`src/rtl/mac_seq_ctrl.sv`:
```
// Dense-layer sequencer for the Q6.16 MAC datapath: clears, feeds, drains and
// captures one neuron at a time, then hands results out over valid/ready.
// Optional: define MAC_SEQ_RELU_EN to clamp negative sums to zero on capture.
module mac_seq_ctrl #(
  parameter int WGHT_INT = 6,
  parameter int WGHT_FRC = 16,
  parameter int WIDTH    = 784,
  parameter int NEURONS  = 10,
  localparam int DW  = WGHT_INT + WGHT_FRC,
  localparam int PAW = $clog2(WIDTH),
  localparam int WAW = $clog2(WIDTH * NEURONS),
  localparam int NIW = (NEURONS > 1) ? $clog2(NEURONS) : 1
) (
  input  logic           clk,
  input  logic           reset,
  input  logic           start,
  output logic           busy,
  output logic           done,
  output logic           rd_en,
  output logic [PAW-1:0] pix_addr,
  output logic [WAW-1:0] wgt_addr,
  output logic           mac_clr,
  output logic           mac_en,
  input  logic [DW-1:0]  mac_out,
  output logic           res_valid,
  input  logic           res_ready,
  output logic [DW-1:0]  res_data,
  output logic [NIW-1:0] res_idx
);

  typedef enum logic [2:0] {
    IDLE, CLEAR, FEED, DRAIN, CAPTURE, OUT
  } state_t;

  localparam logic [PAW-1:0] K_LAST = PAW'(WIDTH - 1);
  localparam logic [NIW-1:0] N_LAST = NIW'(NEURONS - 1);

  state_t         state, state_nx;
  logic [PAW-1:0] k_q;
  logic [WAW-1:0] wa_q;
  logic [NIW-1:0] n_q;
  logic [DW-1:0]  cap_val;
  logic           handshake;

`ifdef MAC_SEQ_RELU_EN
  assign cap_val = mac_out[DW-1] ? '0 : mac_out;
`else
  assign cap_val = mac_out;
`endif

  assign handshake = (state == OUT) && res_ready;

  always_comb begin
    state_nx = state;
    case (state)
      IDLE:    if (start) state_nx = CLEAR;
      CLEAR:   state_nx = FEED;
      FEED:    if (k_q == K_LAST) state_nx = DRAIN;
      DRAIN:   state_nx = CAPTURE;
      CAPTURE: state_nx = OUT;
      OUT:     if (res_ready) state_nx = (n_q == N_LAST) ? IDLE : CLEAR;
      default: state_nx = IDLE;
    endcase
  end

  // The weight address just keeps counting across neurons, so it always equals
  // n*WIDTH + k without any multiply or explicit base register.
  always_ff @(posedge clk) begin
    if (reset) begin
      state    <= IDLE;
      k_q      <= '0;
      wa_q     <= '0;
      n_q      <= '0;
      mac_en   <= 1'b0;
      done     <= 1'b0;
      res_data <= '0;
      res_idx  <= '0;
    end else begin
      state  <= state_nx;
      mac_en <= (state == FEED);
      done   <= handshake && (n_q == N_LAST);
      case (state)
        IDLE: begin
          if (start) begin
            n_q  <= '0;
            wa_q <= '0;
          end
        end
        CLEAR: k_q <= '0;
        FEED: begin
          k_q  <= (k_q == K_LAST) ? '0 : k_q + 1'b1;
          wa_q <= wa_q + 1'b1;
        end
        CAPTURE: begin
          res_data <= cap_val;
          res_idx  <= n_q;
        end
        OUT: if (res_ready && (n_q != N_LAST)) n_q <= n_q + 1'b1;
        default: ;
      endcase
    end
  end

  assign busy      = (state != IDLE);
  assign rd_en     = (state == FEED);
  assign pix_addr  = k_q;
  assign wgt_addr  = wa_q;
  assign mac_clr   = reset || (state == CLEAR);
  assign res_valid = (state == OUT);

endmodule

```
`config.mk`:
```
export PLATFORM = sky130hd
export DESIGN_NAME = mac_seq_ctrl
export DESIGN_NICKNAME = d
export VERILOG_FILES = /design/src/rtl/mac_seq_ctrl.sv
export SDC_FILE = /design/constraint.sdc
export NUM_CORES = 1
export LEC_CHECK = 0
export ABC_CLOCK_PERIOD_IN_PS = 2400
export BUFFER_PORTS_ARGS = -buffer_cell sky130_fd_sc_hd__buf_4
export CORE_ASPECT_RATIO = 0.7
export CORE_MARGIN = 4
export CORE_UTILIZATION = 25
export CTS_BUF_LIST = sky130_fd_sc_hd__clkbuf_2
export DETAILED_ROUTE_END_ITERATION = 16
export GPL_ROUTABILITY_DRIVEN = 0
export PLACE_DENSITY = 0.48
export SLEW_MARGIN = 20
export SYNTH_ARGS = -nofsm -noshare
export SYNTH_HDL_FRONTEND = slang
export SYNTH_SLANG_ARGS = --single-unit
```
`constraint.sdc`:
```
create_clock -name clk -period 2.4 [get_ports clk]
set_input_delay 0 -clock clk [delete_from_list [all_inputs] [get_ports clk]]
set_output_delay 0 -clock clk [all_outputs]
set_load 0.01 [all_outputs]
```
==> results by group <==
Global route
  • Vias in the first global route: 2,396
  • Largest net degree at the start of global routing: 57
  • Total Routing Usage GR: 12.77%
  • Grt ovf: 0
  • First-pass GRT wire length: 11,940 um
  • Initial antenna violation count: 0

Place
  • Pre-CTS WS: 454.4 ps
  • PortBufs: 80
  • Detailed placer's ending HPWL: 4529 um

Power
  • Pwr/cell area: 605.5 nW/um2
  • Clk pwr share: 26.2%
  • Net Sw Power: 0.0007592 W
  • Lkg Pwr: 1.610 nW
  • Sw frac: 32.91%
  • Sequential share of power: 45.3%
  • Worst VDD drop: 0.2622 mV
  • Combinational share of power: 28.5%
  • Power Internal: approximately 0.0015 W

Setup path
  • WP data required: 2780 ps
  • Reg2reg path depth: 6
  • Critical-path maximum fanout: 26
  • Worst setup EP type: flop
  • CP arrival: 2440 ps
  • Crit path kind: flop to flop
  • Worst Setup Start Kind: flop
  • FF-to-FF End: res_data[14]
  • Flop-to-flop setup slack: around 340 ps
  • R2R Path Start: state[2]

Route
  • WL/cell: 12.51 um
  • DRC viols: 0
  • 1st-pass router iterations: 4
  • Drt via density: 4.533
  • Via count: 2,579
  • DRT Wirelength: 7119 um
  • DRT antenna net count: 0
  • Initial DRC Count: 140

Timing
  • Final Slew Violations: 0
  • Final Critical Period: 2063 ps
  • Setup repair after global routing missed its margin: no
  • Final hold viol count: 0
  • Setup_tns: 0 ps
  • Peak Freq: 484.7 MHz
  • Tcrit/Tclk final: 85.97%
  • Final Skew: 16.45 ps
  • Setup violations, final: 0
  • PnR worst setup slack: 336.7 ps
  • Actual slew at the worst max-slew pin: 600.7 ps
  • Slew margin rel.: 59.95%

Min path
  • Worst hold path class: input pin to flop
  • Hold Path Sink: state[2]
  • Hold Crit Start: res_ready
  • WHS Path Cells: 5

Floorplan
  • Core box area: 9684 um2
  • Starting Density: 25.59%
  • DIE AREA: 11,600 um2
  • # IOs: 81
  • Rows: 30
  • Chip width: 127.0 um
  • Die height: 91.31 um

Yosys
  • Synth area leader: dfxtp_1
  • Ranking of synthesized cells by area: dfxtp_1, nand2_1, a21oi_1
  • Synth unique cells: 42
  • Yosys warning total: 0
  • Top cell type's share of synthesized area: between 40% and 50%
  • Synth async-reset ratio: 0%
  • Net Count, Synth: 338
  • Cells after synthesis: 308
  • Post-synth EDFFs: 0
  • Sequential cell area fraction in the yosys report: 46.85%
  • Synth Register Bits: 58
  • Top FF cell, synth: dfxtp_1
  • Post-Syn Area per Cell: 8.047 um2
  • Mapped Area: 2479 um2

Clock network
  • H-tree levels: 3
  • Clk_lat worst skew: 480 ps
  • Post-CTS Setup Inserts: 0
  • Clk buf depth: 2
  • Number of clock sinks: slightly below 60
  • TritonCTS clock tree: done
  • CTS clk-pin slew, worst paths: ~150 ps
  • Num CTS Buffers: 9
  • Clock root cell: clkbuf_2

Final layout
  • Antenna cell count: 0
  • Most common cell after layout, fill and taps aside: buf_4
  • Final #Nets: approximately 470
  • Layout cell share with drive strength beyond 1: 24.26%
  • Area growth syn-to-layout: 53.71%
  • Commonest non-fill, non-tap cells in the layout: buf_4, nand2_1, dfxtp_1

Run
  • Max Cap Violations: 0

Run status
  • Status: finished clean
[cells in the mapped netlist, types with 2 or more instances]
cell type / n
clkbuf_1: 14
nor2_1: 21
o21ai_0: 12
or3_1: 7
a31oi_1: 3
inv_1: 8
dfxtp_1: 58
nand3b_1: 4
nor3b_1: 2
nand4_1: 3
nor4b_2: 2
o31ai_1: 3
ha_1: 4
nand3_1: 13
a22oi_1: 2
and2_1: 2
nor3_1: 5
nand2_1: 66
mux2i_1: 3
a21oi_1: 42
buf_1: 2
xor2_1: 4
a211oi_1: 3
and3_1: 7
[worst max-delay path: stages, from the launching register on]
cell and delay, ps:
dfxtp_1 360, buf_4 160, inv_1 120, or3_4 550
nand2_1 110, a21oi_1 70, dlygate4sd3_1 590
[how the worst max path moves through the flow]
| stage | start | end | slack [ps] | depth (start not counted) |
|---|---|---|---|---|
| floorplan | state[1] | wgt_addr[11] | 600 | 4 |
| detailed placement | pix_addr[8] | pix_addr[5] | 450 | 4 |
| CTS | state[2] | res_data[1] | 20 | 6 |
| global placement | pix_addr[8] | pix_addr[5] | 490 | 4 |
| global route | state[2] | res_data[14] | 200 | 6 |
| finish | state[2] | res_data[14] | 340 | 6 |
[state kept, by name, summed over array words and instances, names as in the netlist]
| name | cells |
|---|---|
| done | 1 |
| mac_en | 1 |
| n_q | 4 |
| pix_addr | 10 |
| res_data | 22 |
| res_idx | 4 |
| state | 3 |
| wgt_addr | 13 |
[layer usage]
layer / GRT usage [%] / part of all wire (%) / wire length (um)
met1: 17.74 / 51 / 3601
met2: 18.35 / 43 / 3070
met3: 5.291 / 5.7 / 405
met4: 2.946 / 0.58 / 41
met5: 0 / 0 / 0
[through the flow]
| step | hold WS, ps | instances | cell area, um2 | power [W] | utilization, % |
|---|---|---|---|---|---|
| 2_1_floorplan | 109.4 | 308 | 2479 | 0.001413 | - |
| 3_3_place_gp | 247.9 | 506 | 3232 | 0.001660 | 33.37 |
| 3_5_place_dp | 260.1 | 506 | 3232 | 0.001666 | 33.37 |
| 4_1_cts | 317.3 | 569 | 3805 | 0.002362 | 39.29 |
| 5_1_grt | 344.3 | 569 | 3810 | 0.002494 | 39.34 |
| 6_report | 382.1 | 569 | 3810 | 0.002307 | 39.34 |
[power by group through the flow]
| stage | sequential (W) | combinational, W | clock [W] |
|---|---|---|---|
| 2_1_floorplan | 0.00108 | 0.000329 | 0 |
| 3_3_place_gp | 0.00107 | 0.000594 | 0 |
| 3_5_place_dp | 0.00107 | 0.000598 | 0 |
| 5_1_grt | 0.00106 | 0.000742 | 0.000695 |
| 4_1_cts | 0.00105 | 0.000657 | 0.000657 |
| 6_report | 0.00105 | 0.000657 | 0.000604 |
[kinds of logic (layout without fill, tap and decap cells)]
group	count (synthesis)	after routing	synth area share, %
flops	58	58	46.84
mux	3	3	1.212
fa+ha+maj	4	4	2.019
compound gates	73	73	16.86
buf+inv	25	158	3.836
simple gates	141	141	27.81
xor+xnor	4	4	1.413
[cell type report]
cell class                      instances  area [um2]
Clock buffer                           12       60.06
Fill cell                            1008        5874
Inverter                                8       30.03
Timing Repair Buffer                  134        1124
Sequential cell                        58        1161
Multi-Input combinational cell        225        1232
Clock inverter                          4       42.54
Tap cell                              128       160.2
[repair_timing]
action,4_1_cts,5_1_grt
hold buffers,47,0
endpoints found under the hold margin,43,0
resized for setup,0,2
setup endpoints to repair,0,22
Power figures use the tool's default switching activity.
